## src/rtl/raster_sample_averager_pkg.sv

```systemverilog
// Shared raster definitions: state encoding, RAM word width and the
// accumulator-width derivation used by the sample averager.
package raster_sample_averager_pkg;

    localparam int unsigned RAM_DAT_WID = 24;

    typedef enum logic [1:0] {
        ST_IDLE,
        ST_ACCUMULATE,
        ST_COMMIT,
        ST_WAIT_FINISH_LOW
    } state_t;

    // Room for 2^(2^shift_wid - 1) full-scale samples without overflow.
    function automatic int unsigned acc_wid(input int unsigned adc_wid,
                                            input int unsigned shift_wid);
        return adc_wid + (32'd1 << shift_wid) - 1;
    endfunction

endpackage

```

## src/rtl/raster_sample_averager.sv

```systemverilog
// Averages 2^shift signed ADC samples per raster point and hands the mean
// to the raster RAM shim over the data/commit/finished handshake.
module raster_sample_averager
    import raster_sample_averager_pkg::*;
#(
    parameter int unsigned ADC_WID   = 18,
    parameter int unsigned DAT_WID   = RAM_DAT_WID,
    parameter int unsigned SHIFT_WID = 3
) (
    input  logic                        clk,
    input  logic                        rst,
    input  logic                        start,
    input  logic [SHIFT_WID-1:0]        shift,
    input  logic signed [ADC_WID-1:0]   adc_data,
    input  logic                        adc_valid,
    output logic                        busy,
    output logic                        done,
    output logic                        overrun,
    output logic signed [DAT_WID-1:0]   data,
    output logic                        commit,
    input  logic                        finished
);

    localparam int unsigned ACC_WID = acc_wid(ADC_WID, SHIFT_WID);
    localparam int unsigned CNT_WID = (32'd1 << SHIFT_WID) - 1;

    state_t                     state;
    state_t                     state_next;
    logic [SHIFT_WID-1:0]       shift_q;
    logic signed [ACC_WID-1:0]  acc;
    logic signed [ACC_WID-1:0]  sum;
    logic signed [ADC_WID-1:0]  mean;
    logic [CNT_WID-1:0]         cnt;
    logic [CNT_WID-1:0]         last_cnt;
    logic                       last_sample;

    always_comb begin
        sum  = acc + ACC_WID'(adc_data);
        // Arithmetic shift floors toward -inf; the mean always fits ADC_WID.
        mean = ADC_WID'(sum >>> shift_q);
        last_cnt = '0;
        for (int unsigned i = 0; i < CNT_WID; i++) begin
            last_cnt[i] = (i < 32'(shift_q));
        end
        last_sample = adc_valid && (cnt == last_cnt);
    end

    always_ff @(posedge clk) begin
        if (rst) begin
            state <= ST_IDLE;
        end else begin
            state <= state_next;
        end
    end

    always_comb begin
        state_next = state;
        case (state)
            ST_IDLE:            if (start)       state_next = ST_ACCUMULATE;
            ST_ACCUMULATE:      if (last_sample) state_next = ST_COMMIT;
            ST_COMMIT:          if (finished)    state_next = ST_WAIT_FINISH_LOW;
            ST_WAIT_FINISH_LOW: if (!finished)   state_next = ST_IDLE;
            default:                             state_next = ST_IDLE;
        endcase
    end

    always_comb begin
        busy   = (state != ST_IDLE);
        commit = (state == ST_COMMIT);
    end

    always_ff @(posedge clk) begin
        if (rst) begin
            shift_q <= '0;
            acc     <= '0;
            cnt     <= '0;
            data    <= '0;
            overrun <= 1'b0;
            done    <= 1'b0;
        end else begin
            done <= (state == ST_WAIT_FINISH_LOW) && !finished;
            case (state)
                ST_IDLE: begin
                    if (start) begin
                        shift_q <= shift;
                        acc     <= '0;
                        cnt     <= '0;
                        overrun <= 1'b0;
                    end
                end
                ST_ACCUMULATE: begin
                    if (adc_valid) begin
                        acc <= sum;
                        cnt <= cnt + 1'b1;
                    end
                    if (last_sample) begin
                        data <= DAT_WID'(mean);
                    end
                end
                ST_COMMIT, ST_WAIT_FINISH_LOW: begin
                    if (adc_valid) begin
                        overrun <= 1'b1;
                    end
                end
                default: ;
            endcase
        end
    end

endmodule

```

## config.mk

```make
export PLATFORM = sky130hd
export DESIGN_NAME = raster_sample_averager
export DESIGN_NICKNAME = d
export VERILOG_FILES = /design/src/rtl/raster_sample_averager_pkg.sv /design/src/rtl/raster_sample_averager.sv
export SDC_FILE = /design/constraint.sdc
export NUM_CORES = 1
export LEC_CHECK = 0
export ABC_AREA = 1
export CORE_MARGIN = 1.5
export CORE_UTILIZATION = 55
export CTS_CLUSTER_DIAMETER = 200
export DETAILED_ROUTE_END_ITERATION = 12
export GPL_TIMING_DRIVEN = 0
export PLACE_DENSITY = 0.83
export SLEW_MARGIN = 20
export SYNTH_ARGS = -nofsm -noshare
export SYNTH_HDL_FRONTEND = slang
export SYNTH_SLANG_ARGS = --single-unit
```

## constraint.sdc

```tcl
create_clock -name clk -period 7.2 [get_ports clk]
set_clock_uncertainty 0.2 [all_clocks]
set_input_delay 1.08 -clock clk [delete_from_list [all_inputs] [get_ports clk]]
set_output_delay 1.08 -clock clk [all_outputs]
set_load 0.01 [all_outputs]
```

==> results.json <==
{
  "worstSetupStartpointType": "input pin",
  "fin_area_um2": 5710,
  "clock_sinks": 57,
  "viasPerCell": 5.44,
  "cts_inserted_buffers": 9,
  "port_buffers": 53,
  "critPathSlowestCell": "clkdlybuf4s50_1",
  "drt_iter0_markers": 377,
  "netlist_instances": 835,
  "grt_pass1_vias": 5241,
  "ys_async_sr_fraction_pct": 0,
  "avgSynthCellArea_um2": 5.85,
  "synth_area_leaders": "dfxtp_1 (23%), nand2_1 (23%), nand3_1 (11%)",
  "worstSetupPathType": "in -> reg",
  "syn_nets": 892,
  "cp_data_arrival_time_ns": 3.67,
  "hold_path_depth": 2,
  "yosysSeqAreaShare_pct": 23.4,
  "grt_pass1_wl_mm": 24.3,
  "vias": 5500,
  "cts_root_buf": "clkbuf_8",
  "overflow": 0,
  "antenna_found_initial": 0,
  "start_util_pct": 56.3,
  "synth-edff-count": 0,
  "post_cts_resized": 0,
  "drive_above_1_share_pct": 5.32,
  "r2r_cells": 18,
  "post_drt_wl_per_cell_um": 14.5,
  "clk_latency_ns": 0.35,
  "holdCritPathClass": "reg -> reg",
  "setup_viol": 0,
  "cts_tree": "done",
  "final_max_slew_viol_count": 0,
  "core_um2": 8680,
  "nNetsFinal": 956,
  "crit_path_cell_trace": "clkdlybuf4s50_1, ha_1, nand2_1, nor2_1, inv_1, nor2_1, nand3b_1, nand4_1, nand3_1, nand3_1, nand3_1, nand2_1, a21oi_1",
  "slew-limit-headroom_pct": 59.5,
  "holdBufCountCts": 0,
  "fillers": 855,
  "dp_hpwl_mm": 11.9,
  "grt_max_degree": 11,
  "cp.required_ns": 7.22,
  "rows": 34,
  "ys_warn_count": 0,
  "utilization_pct": 65.8,
  "io_pins": 54,
  "total_leakage_power_nw": 2.78,
  "ir_drop_uv": 176,
  "drtPass1Iterations": 7,
  "antenna_cells": 0,
  "powerDensity_nw_per_um2": 280,
  "cts.path.max_buffers": 2,
  "die_w_um": 97.2,
  "dieHeight_um": 97.2,
  "ys_types": 41,
  "drv_cap": 0,
  "crit_fanout": 8,
  "fp.dieArea_um2": 9450,
  "gp_congestion": 0.941,
  "final_antenna_net_count": 0,
  "hold_viol_final": 0,
  "fin_crit_ns": 3.66,
  "post_dp_cell_area_um2": 5550,
  "tightest_slew_ns": 0.601,
  "synth_flop_cell": "dfxtp_1",
  "syn_area_um2": 4880,
  "postCtsSetupBuffers": 0,
  "yosysTopAreaCell": "dfxtp_1",
  "finalSetupTns_ns": 0,
  "htree_num_levels": 3,
  "rsz0062_at_grt": "no",
  "fmax_mhz": 273,
  "routed_wl_mm": 14.6,
  "synthToLayoutAreaGrowth_pct": 16.9,
  "r2r_setup_slack_ns": 4.49,
  "end_kind": "register",
  "grt.total_usage_pct": 31.5,
  "ys_ff_latch": 57,
  "post-synth-top-area-fraction_pct": 23.4,
  "status": "finished clean",
  "critPathMostFrequentCell": "nand3_1",
  "slowest_delay_ns": 0.60,
  "fin_crit_sh_pct": 50.8,
  "drc": 0,
  "clk_pin_slew_ns": 0.07
}
-- through the flow --
| stage | hold slack, ns | worst slack (ns) | total power [mW] | instances |
|---|---|---|---|---|
| 6_report | 0.266 | 3.54 | 1.60 | 1011 |
| 5_1_grt | 0.285 | 3.40 | 1.73 | 1011 |
| 4_1_cts | 0.269 | 3.61 | 1.58 | 1011 |
| 3_5_place_dp | 0.258 | 3.25 | 1.32 | 996 |
| 3_3_place_gp | 0.255 | 3.29 | 1.30 | 996 |
| 2_1_floorplan | 0.249 | 4.15 | 1.05 | 835 |
-- worst max-delay path, delay by kind of cell --
family / cells / cell delay [ns]
buffers and inverters: 2 / 0.68
AOI/OAI and AO/OA: 1 / 0.06
and+or+nand+nor: 9 / 1.35
adders and majority gates: 1 / 0.50
-- sequential cells by signal (all words and copies together), names as in the netlist --
register,cells
data,18
done,1
overrun,1
cnt,7
state,2
acc,25
shift_q,3
-- cell families (layout without fill, tap and decap cells) --
group           count (synthesis)  after routing  share of synthesized area (%)
compound gates                111            111                           11.9
fa+ha+maj                      31             31                           8.10
xor+xnor                       11             11                           1.97
mux                             3              3                          0.615
simple gates                  478            478                           42.0
buf+inv                       144            212                           12.1
flops                          57             57                           23.4
-- synthesized netlist by cell type, types with 4 or more instances --
cell / instances
a21oi_1: 70
a31oi_1: 4
buf_2: 5
buf_4: 7
clkbuf_1: 12
dfxtp_1: 57
ha_1: 30
inv_1: 107
inv_2: 5
nand2_1: 294
nand3_1: 103
nand4_1: 8
nor2_1: 46
nor3_1: 7
o21ai_0: 25
o21ai_1: 4
xnor2_1: 5
xor2_1: 6
-- power breakdown --
group | internal (mW) | switching, mW | total [mW] | leakage [nW]
Clock | 0.121 | 0.145 | 0.266 | 0.0846
Combinational | 0.322 | 0.610 | 0.932 | 2.23
Sequential | 0.367 | 0.0344 | 0.402 | 0.462
Total | 0.810 | 0.789 | 1.60 | 2.78
-- layout by cell type, fill, tap and decap left out, drive strengths merged --
master / instances
clkinv: 8
nor3: 10
a21oi: 70
a31oi: 4
o211ai: 3
clkbuf: 21
inv: 112
nor2: 51
dfxtp: 57
clkinvlp: 1
ha: 30
fa: 1
and3: 1
xnor2: 5
o22ai: 1
o31a: 1
or2: 2
nand4: 8
xor2: 6
o21ai: 30
buf: 17
nand3: 104
mux2i: 3
nor3b: 4
nand2: 295
nand3b: 3
clkdlybuf4s50: 53
o21bai: 2
-- area by class of cell --
| cell class | count | area (µm²) | area share [%] |
|---|---|---|---|
| buffer | 29 | 156 | 2.74 |
| clock buffer | 9 | 124 | 2.17 |
| clock inverter | 6 | 36.3 | 0.636 |
| inverter | 115 | 433 | 7.58 |
| multi-input combinational | 634 | 3150 | 55.2 |
| sequential | 57 | 1140 | 20.0 |
| tap | 108 | 135 | 2.37 |
| timing repair buffer | 53 | 531 | 9.29 |
-- path summary, 6_finish.rpt --
check	startpoint	endpoint
min	data[12]	data[12]
max reg2reg	acc[0]	data[13]
min reg2reg	data[12]	data[12]
max	adc_data[17]	data[13]
-- per-layer routing --
metal	vias up	global-route usage, %	part of all wire, %
met5	-	0	0
met4	0	7.47	1.8
met3	24	5.25	5.4
met2	186	54.2	47
met1	2478	41.4	46
li1	2812	-	-
Note: power is estimated with default switching activity, not from simulation.
